[src/rtl/frame_sched.sv]
// frame_sched: frame-slot scheduler arbitrating the frame buffer between the CPU and scan-out.
// A period counter marks frame slots. Each slot boundary starts one scan of FRAME_WORDS addresses,
// unless the CPU holds the buffer, in which case the scan waits for the CPU to release it.
// Optional feature: define FRAME_SCHED_OVERRUN_CNT_EN to add an 8-bit saturating overrun counter output.
module frame_sched #(
  parameter int FRAME_PERIOD = 450000,
  parameter int FRAME_WORDS  = 1024
) (
  input  logic        clk,
  input  logic        reset,
  input  logic        enable,
  input  logic        cpu_req,
  output logic        cpu_gnt,
  output logic        scan_valid,
  input  logic        scan_ready,
  output logic [15:0] scan_addr,
  output logic        frame_tick,
  output logic        frame_done,
`ifdef FRAME_SCHED_OVERRUN_CNT_EN
  output logic        overrun,
  output logic [7:0]  overrun_cnt
`else
  output logic        overrun
`endif
);

  localparam int CNT_W = $clog2(FRAME_PERIOD);
  localparam logic [CNT_W-1:0] CNT_LAST  = CNT_W'(FRAME_PERIOD - 1);
  localparam logic [15:0]      ADDR_LAST = 16'(FRAME_WORDS - 1);

  typedef enum logic [1:0] {IDLE, WAIT_CPU, SCAN, DONE} state_t;

  state_t           state_q;
  logic [CNT_W-1:0] cnt_q;
  logic [CNT_W-1:0] cnt_d;
  logic             cpu_gnt_q;
  logic             scan_valid_q;
  logic [15:0]      scan_addr_q;
  logic             frame_done_q;

  // Next period count: held at zero while disabled, wraps at the end of the slot.
  always_comb begin
    cnt_d = cnt_q + CNT_W'(1);
    if (!enable || (cnt_q == CNT_LAST)) begin
      cnt_d = '0;
    end
  end

  // Period counter register.
  always_ff @(posedge clk or posedge reset) begin
    if (reset) begin
      cnt_q <= '0;
    end else begin
      cnt_q <= cnt_d;
    end
  end

  // Tick and overrun are decoded straight from registered state so they land in the boundary cycle.
  assign frame_tick = enable && (cnt_q == CNT_LAST);
  assign overrun    = frame_tick && (state_q != IDLE);

  // Frame sequencing FSM; all handshake outputs are registered here.
  always_ff @(posedge clk or posedge reset) begin
    if (reset) begin
      state_q      <= IDLE;
      cpu_gnt_q    <= 1'b0;
      scan_valid_q <= 1'b0;
      scan_addr_q  <= '0;
      frame_done_q <= 1'b0;
    end else begin
      case (state_q)
        IDLE: begin
          if (frame_tick) begin
            if (cpu_gnt_q) begin
              // CPU keeps the buffer; the scan is deferred until it lets go.
              state_q <= WAIT_CPU;
            end else begin
              state_q      <= SCAN;
              scan_valid_q <= 1'b1;
              scan_addr_q  <= '0;
              cpu_gnt_q    <= 1'b0;
            end
          end else begin
            cpu_gnt_q <= cpu_req;
          end
        end
        WAIT_CPU: begin
          // Grant drops and scan starts on the same edge, so they never overlap.
          if (!cpu_req) begin
            cpu_gnt_q    <= 1'b0;
            state_q      <= SCAN;
            scan_valid_q <= 1'b1;
            scan_addr_q  <= '0;
          end
        end
        SCAN: begin
          if (scan_ready) begin
            if (scan_addr_q == ADDR_LAST) begin
              state_q      <= DONE;
              scan_valid_q <= 1'b0;
              scan_addr_q  <= '0;
              frame_done_q <= 1'b1;
            end else begin
              scan_addr_q <= scan_addr_q + 16'd1;
            end
          end
        end
        DONE: begin
          // Grant is not reissued here; IDLE resamples cpu_req on the following cycle.
          frame_done_q <= 1'b0;
          state_q      <= IDLE;
        end
        default: begin
          state_q <= IDLE;
        end
      endcase
    end
  end

  assign cpu_gnt    = cpu_gnt_q;
  assign scan_valid = scan_valid_q;
  assign scan_addr  = scan_addr_q;
  assign frame_done = frame_done_q;

`ifdef FRAME_SCHED_OVERRUN_CNT_EN
  logic [7:0] ovr_cnt_q;

  // Saturating 8-bit increment.
  function automatic logic [7:0] sat_inc8(input logic [7:0] v);
    return (v == 8'hFF) ? v : v + 8'd1;
  endfunction

  // Overrun counter: counts overrun pulses, only reset clears it.
  always_ff @(posedge clk or posedge reset) begin
    if (reset) begin
      ovr_cnt_q <= '0;
    end else if (overrun) begin
      ovr_cnt_q <= sat_inc8(ovr_cnt_q);
    end
  end

  assign overrun_cnt = ovr_cnt_q;
`endif

endmodule

[config.mk]
export PLATFORM = sky130hd
export DESIGN_NAME = frame_sched
export DESIGN_NICKNAME = d
export VERILOG_FILES = /design/src/rtl/frame_sched.sv
export SDC_FILE = /design/constraint.sdc
export NUM_CORES = 1
export LEC_CHECK = 0
export ABC_AREA = 0
export CAP_MARGIN = 20
export CORE_UTILIZATION = 30
export CTS_CLUSTER_DIAMETER = 50
export DETAILED_ROUTE_END_ITERATION = 16
export PLACE_DENSITY = 0.51
export SYNTH_ARGS = -nofsm -noshare
export SYNTH_HDL_FRONTEND = slang
export SYNTH_SLANG_ARGS = --single-unit
export TNS_END_PERCENT = 20
[constraint.sdc]
create_clock -name clk -period 3.4 [get_ports clk]
set_clock_uncertainty 0.15 [all_clocks]
set_input_delay 0.34 -clock clk [delete_from_list [all_inputs] [get_ports clk]]
set_output_delay 0.34 -clock clk [all_outputs]
set_load 0.01 [all_outputs]
# == After elaboration in Yosys (flattened, before gate mapping) ==
# Cells that the tools add are included.
# word_totals
regBits,40
wordCells,58
inputBits,5
# classes
muxes,26
addsub,2
n_reduce_logical,14
n_eq_ne,10
# ops
op,n
$mux W16,5
$pmux W16 S3,1
$add A19 B1 Y19 const B,1
$eq A19 B19 Y1 const B,1
$mux W19,1
$add A16 B1 Y16 const B,1
$eq A16 B10 Y1 const B,1
$mux W1,10
$mux W2,5
$ne A2 B2 Y1 const B,5
$pmux W2 S4,1
$reduce_and A6 Y1,1
$reduce_bool A2 Y1,3
$reduce_and A5 Y1,1
$eq A2 B2 Y1 const B,2
$pmux W1 S2,2
$reduce_and A4 Y1,1
$pmux W1 S3,1
$reduce_and A3 Y1,1
$reduce_bool A3 Y1,1
$eq A2 B1 Y1 const B,1
$logic_and A1 B1 Y1,2
$logic_not A2 Y1,1
$reduce_and A2 Y1,1
2 further kinds,2

# == Logic depth before layout (Yosys ltp) ==
# Gate-level depths: netlist of run 1.
# depth
ltp_word,4
depth_mapped,9
depth_no_buf,7

# == Worst setup path before layout of run 1 ==
# No wires, ideal clock.
# synth_timing
path_kind,register to register
start,reg scan_addr_q[0] (netlist: scan_addr[0])
end,reg scan_valid_q (netlist: scan_valid)
path_buffers,1
t_required_ns,3.118
setup_time_ns,0.132
stages_incl_launch_ff,8
arrival_time_ns,2.221
path_slack_ns,0.896
synth_period_minus_slack_ns,2.504
path_cell_list,dfrtp_1 ha_1 or4b_2 o41ai_2 buf_2 inv_1 o31ai_1 o31ai_1
# synth_via
elab_chain_cells,3
# synth_lines
element,line,text
"start, declared",38,logic [15:0] scan_addr_q;
"start signal, assigned",104,scan_addr_q <= scan_addr_q + 16'd1;
$eq A16 B10 Y1,98,if (scan_addr_q == ADDR_LAST) begin
$ne A2 B2 Y1 (no source line),-,
$reduce_and A6 Y1 (no source line),-,
"end signal, assigned",79,scan_valid_q <= 1'b1;
"end signal, assigned",92,scan_valid_q <= 1'b1;
"end signal, assigned",100,scan_valid_q <= 1'b0;
"end, declared",37,logic scan_valid_q;
# Every way passes these cells.
# A chain may end at the register's enable or synchronous reset.

# == Final worst setup path of run 1 ==
# layout_timing
start,reg cnt_q[9]
end,out overrun
# layout_via
elab_chain_cells,3
# layout_lines
element,line,text
"start, declared",34,logic [CNT_W-1:0] cnt_q;
"start signal, assigned",54,cnt_q <= cnt_d;
$eq A19 B19 Y1,59,assign frame_tick = enable && (cnt_q == CNT_LAST);
$logic_and A1 B1 Y1,59,
$logic_and A1 B1 Y1,60,assign overrun = frame_tick && (state_q != IDLE);
"end, declared",23,output logic overrun
# Every way passes these cells.

==> impl_metrics.yaml, run 1 <==
setup_path:
  worst_setup_path_start_kind: "flip-flop"
  r2r_end: "scan_addr[15]"
  worstReg2RegStart: "cnt_q[9]"
  r2r_cells: 6
  crit_path_end_kind: "output pin"
  cp_max_fo: 7
  regToRegSetupSlack_ps: 600
  required_ps: 2910
  cp.arrival_ps: 2610
  worstSetupPathType: "reg2out"
run_status:
  status: "finished, violations left"
  violations: "DRC"
clocking:
  cts_tree: "yes"
  post-cts-setup-buffer-count: 0
  clk_pin_slew_ps: 80
  h-tree-depth: 2
  clk_path_buf_depth: 2
  cts.sinks: 40
  root_buffer: "clkbuf_8"
  postCtsHoldBufs: 0
  clkLatencyLatePin_ps: 290
  cts_made_buffers: 5
  cts_resized: 0
detailed_routing:
  route.detailed.drc: 2
  drtIter0Drc: 77
  postRouteAntennaNets: 0
  firstDrtPassIters: 10
  vias: 1864
  routedWlPerCell_um: 14.4
  viasPerCell: 5.07
  wl_mm: 5.30
timing:
  slew_viol_final: 0
  setup_viol: 0
  finalCriticalPeriod_ps: 3100
  finalCritPeriodShare_pct: 91.1
  whs_ps: 323
  fmax_mhz: 323
  rsz0062_at_grt: "false"
  hold_viol_final: 0
  fin_setup_tns_ps: 0
  maxSlewHeadroom_pct: 48.0
  worst_slew_pin_slew_ps: 772
power:
  ir_drop_uv: 215
  p_comb_share_pct: 3.1
  power_density_nw_per_um2: 346
  p_leak_nw: 1.12
  clockPowerShare_pct: 45.9
  seqPwrFrac_pct: 51.1
  sw_frac_of_total_pct: 20.8
  power.switching_uw: 197
  p_int_uw: 749
synthesis:
  synth_nets: 251
  yosysTopAreaCell: "dfrtp_1"
  synth_edf_count: 0
  async_flop_share_pct: 100
  yosysMostFrequentCell: "dfrtp_1"
  synthTopCellsByArea: "dfrtp_1 45%, o31ai_1 7.4%, nor2_1 5.9%, nand3_1 4.0%, xor2_1 3.9%"
  ys_ff_latch: 40
  synth.avg_cell_area_um2: 9.33
  ys_warn_count: 0
  synthesis.area_um2: 2240
  ys_types: 44
  synth_common_cells: "40 x dfrtp_1, 35 x nor2_1, 22 x o31ai_1"
  yosysSeqAreaShare_pct: 44.7
  yosysTopAreaCellShare_pct: 44.7
  synth_ff_type: "dfrtp_1"
  netlist_instances: 240
floorplanning:
  pin_count: 26
  start_util_pct: 31.0
  core_um2: 7210
  die_h_um: 88.4
  dieWidth_um: 88.4
  rows: 31
  die-area_um2: 7810
final_layout:
  post-route-util_pct: 37.9
  syn_to_final_growth_pct: 22.1
  drive_gt1_share_pct: 7.81
  antenna_cells: 0
  num-nets-final: 279
  n_fill_cell: 754
grt:
  grt_util_all_layers_pct: 14.9
  grt_first_pass_wirelength_mm: 8.89
  grt_start_max_net_pins: 41
  first_global_vias: 1772
  grt_overflow: 0
  antenna_found_initial: 0
place:
  port_buffers: 25
  post-dp-hpwl_mm: 3.57
  place_congestion: 0.782
hold_path:
  min_path_type: "in2async"
job:
  drv_cap: 0
==> per-layer routing <==
layer,vias to the layer above,track usage (%),part of all wire (%)
li1,927,-,-
met1,896,19.8,48
met2,34,24.1,47
met3,7,3.08,3.7
met4,0,4.99,1.3
met5,-,0,0
==> power by group through the flow <==
stage | clock network [mW] | registers (mW) | logic [mW]
after global placement | 0 | 0.492 | 0.0302
final | 0.433 | 0.483 | 0.0292
after floorplan | 0 | 0.492 | 0.0159
after detailed placement | 0 | 0.492 | 0.0306
after global routing | 0.472 | 0.484 | 0.0336
after CTS | 0.450 | 0.483 | 0.0308
==> placed cells by master (no fill, tap or decap), drive strengths merged, types with 2 or more instances in the layout <==
master         count
a21oi              2
a31oi              2
a41oi              2
and2               2
and3               2
and4               3
buf                5
clkbuf             7
clkdlybuf4s50     25
dfrtp             40
ha                 6
inv               13
mux2i              2
nand2             18
nand2b             3
nand3             18
nand4              8
nor2              35
nor3               5
nor4               4
o21ai              6
o22ai              2
o31ai             23
o41ai              4
or4b               3
xnor2              7
xor2              10
==> worst max path at each step <==
stage | startpoint | to | slack (ps)
floorplan | scan_addr[0] | scan_valid | 900
finish | cnt_q[9] | overrun | 300
CTS | cnt_q[9] | overrun | 260
detailed placement | cnt_q[9] | scan_addr[9] | 580
global placement | cnt_q[9] | overrun | 630
global route | cnt_q[9] | overrun | 130
==> sequential cells by signal (all words and copies together), names as in the netlist <==
name	flops
frame_done	1
scan_valid	1
cpu_gnt	1
scan_addr	16
state_q	2
cnt_q	19
==> cells by family (layout without fill, tap and decap cells) <==
group / count (synthesis) / count (layout) / share of synthesized area [%]
compound gates: 46 / 46 / 15.4
xor+xnor: 17 / 17 / 6.65
fa+ha+maj: 6 / 6 / 3.35
buf+inv: 22 / 51 / 4.14
flops: 40 / 40 / 44.7
mux: 3 / 3 / 1.40
simple gates: 106 / 106 / 24.3
==> layout make-up <==
type                    count  area [um^2]  area share (%)
clock inverters             1         30.0            1.10
clock buffers               7         96.3            3.53
repair buffers             30          288            10.5
flip-flops and latches     40         1000            36.6
multi-input cells         178         1140            41.9
well taps                  99          124            4.53
inverters                  13         48.8            1.79
==> worst max-delay path, stage by stage (launching register included) <==
cell             delay (ps)
dfrtp_1                 460
or4b_4                  570
nor4_4                  310
nand3_1                 260
nor2_1                  160
clkdlybuf4s50_1         540
==> per-stage QoR <==
step                std cells  instance area [um^2]  power [mW]  worst slack [ps]
finish                    368                  2730       0.945               302
detailed placement        360                  2610       0.523               579
global route              368                  2730       0.989               126
global placement          360                  2610       0.522               625
floorplan                 240                  2240       0.508               896
CTS                       368                  2730       0.964               265
Power figures use the tool's default switching activity.
==> run 2, diff against run 1 <==
--- a/config.mk
+++ b/config.mk
@@ -7,6 +7,7 @@
 export LEC_CHECK = 0
 export ABC_AREA = 0
 export CAP_MARGIN = 20
+export CORE_ASPECT_RATIO = 0.5
 export CORE_UTILIZATION = 30
 export CTS_CLUSTER_DIAMETER = 50
 export DETAILED_ROUTE_END_ITERATION = 16
==> run 2 against run 1 <==
Effect of this change:
- the run now ends clean
- clock-buffer cell count decreased by 2
- first-iteration DRC count increased by 17%
- register-to-register slack got worse by 50 ps
- sequential power about the same
- utilization increased by 2.1 points
- total power increased by 11%
- cell count decreased by 1.6%
- sequential share of layout area decreased by 0.53 points
- global-route usage increased by 0.16 points
- hold slack improved by 17 ps
==> impl_metrics.yaml, run 2 (synthesis gave the netlist of run 1 again) <==
detailed_routing:
  vias: 1898
  viasPerCell: 5.24
  firstDrtPassIters: 4
  postRouteAntennaNets: 0
  drtIter0Drc: 90
  route.detailed.drc: 0
  routedWlPerCell_um: 14.7
  wl_mm: 5.33
grt:
  gr-usage-met3_pct: 2.81
  grt_util_all_layers_pct: 15.0
  grt_first_pass_wirelength_mm: 9.23
  antenna_found_initial: 0
  grtUsageMet1_pct: 21.4
  grt_start_max_net_pins: 22
  top_usage_layer: "met2"
  grt_overflow: 0
  grtUsageMet2_pct: 22.9
  first_global_vias: 1902
job:
  drv_cap: 0
timing:
  finalCriticalPeriod_ps: 3080
  finalCritPeriodShare_pct: 90.7
  slew_viol_final: 0
  whs_ps: 340
  rsz0062_at_grt: "false"
  maxSlewHeadroom_pct: 40.3
  setup_viol: 0
  fin_setup_tns_ps: 0
  worst_slew_pin_slew_ps: 887
  hold_viol_final: 0
  fmax_mhz: 324
clocking:
  post-cts-setup-buffer-count: 0
  cts_resized: 0
  clk_pin_slew_ps: 60
  postCtsHoldBufs: 0
  cts.sinks: 40
  root_buffer: "clkbuf_16"
  h-tree-depth: 2
  clk_path_buf_depth: 2
  cts_made_buffers: 5
  cts_tree: "yes"
  clkLatencyLatePin_ps: 280
setup_path:
  r2r_cells: 6
  crit_path_start: "cnt_q[9]"
  worst_setup_path_start_kind: "flip-flop"
  cp_max_fo: 7
  crit_cells: 5
  path_buf_inv: 1
  cp_slowest_cell: "or4b_4"
  r2r_end: "scan_addr[14]"
  regToRegSetupSlack_ps: 550
  crit_path_end_kind: "output pin"
  worstReg2RegStart: "cnt_q[9]"
  path_cells: "or4b_4 > nor4_4 > nand3_1 > nor2_1 > clkdlybuf4s50_1"
  max_stage_delay_ps: 570
  cp_top_family: "simple AND/OR/NAND/NOR gates"
  cp.arrival_ps: 2590
  worstSetupPathType: "reg2out"
  required_ps: 2910
  crit_end: "overrun"
floorplanning:
  die-area_um2: 7830
  start_util_pct: 32.3
  pin_count: 26
  dieWidth_um: 124
  die_h_um: 63.1
  rows: 21
  core_um2: 6940
final_layout:
  syn_to_final_growth_pct: 23.9
  final_common_cell: "dfrtp_1"
  antenna_cells: 0
  largest-register: "cnt_q"
  largest_reg_flops: 19
  post-route-util_pct: 40.0
  layout_common_cells: "40 x dfrtp_1, 35 x nor2_1, 25 x clkdlybuf4s50_1"
  drive_gt1_share_pct: 8.15
  num-nets-final: 280
hold_path:
  min_path_type: "reg2reg"
  min_path_cells: 1
power:
  p_total_mw: 1.05
  p_leak_nw: 1.14
  ir_drop_uv: 197
  power_density_nw_per_um2: 378
place:
  port_buffers: 25
  place_congestion: 0.739
  post-dp-hpwl_mm: 3.77
run_status:
  status: "complete, no violations"
run 2: how the worst min path moves through the flow:
| stage | from | end | slack (ps) |
|---|---|---|---|
| 2_1_floorplan | cnt_q[0] | cnt_q[0] | 300 |
| 3_3_place_gp | cnt_q[0] | cnt_q[0] | 320 |
| 3_5_place_dp | cnt_q[0] | cnt_q[0] | 340 |
| 4_1_cts | cnt_q[0] | cnt_q[0] | 350 |
| 5_1_grt | cnt_q[0] | cnt_q[0] | 360 |
| 6_report | cnt_q[0] | cnt_q[0] | 340 |
run 2: metal layers:
layer  up-vias  share of wire [%]
met4         0                1.2
li1        932                  -
met3         9                2.8
met1       924                 52
met5         -                  0
met2        33                 44
run 2: final cells by class:
cell class	count	area (um^2)
Clock buffer	5	125
Clock inverter	3	42.5
Fill cell	734	4160
Inverter	13	48.8
Multi-Input combinational cell	178	1140
Sequential cell	40	1000
Tap cell	92	115
Timing Repair Buffer	31	295
run 2: per-stage QoR:
| step | instances | area (um^2) | setup WS [ps] |
|---|---|---|---|
| finish | 362 | 2770 | 318 |
| global route | 362 | 2770 | 152 |
| CTS | 362 | 2770 | 289 |
| detailed placement | 354 | 2610 | 551 |
| global placement | 354 | 2610 | 615 |
| floorplan | 240 | 2240 | 896 |
run 2: power by group:
group	internal [mW]	switching (mW)
logic	0.0111	0.0186
clock network	0.345	0.191
registers	0.480	0.00363
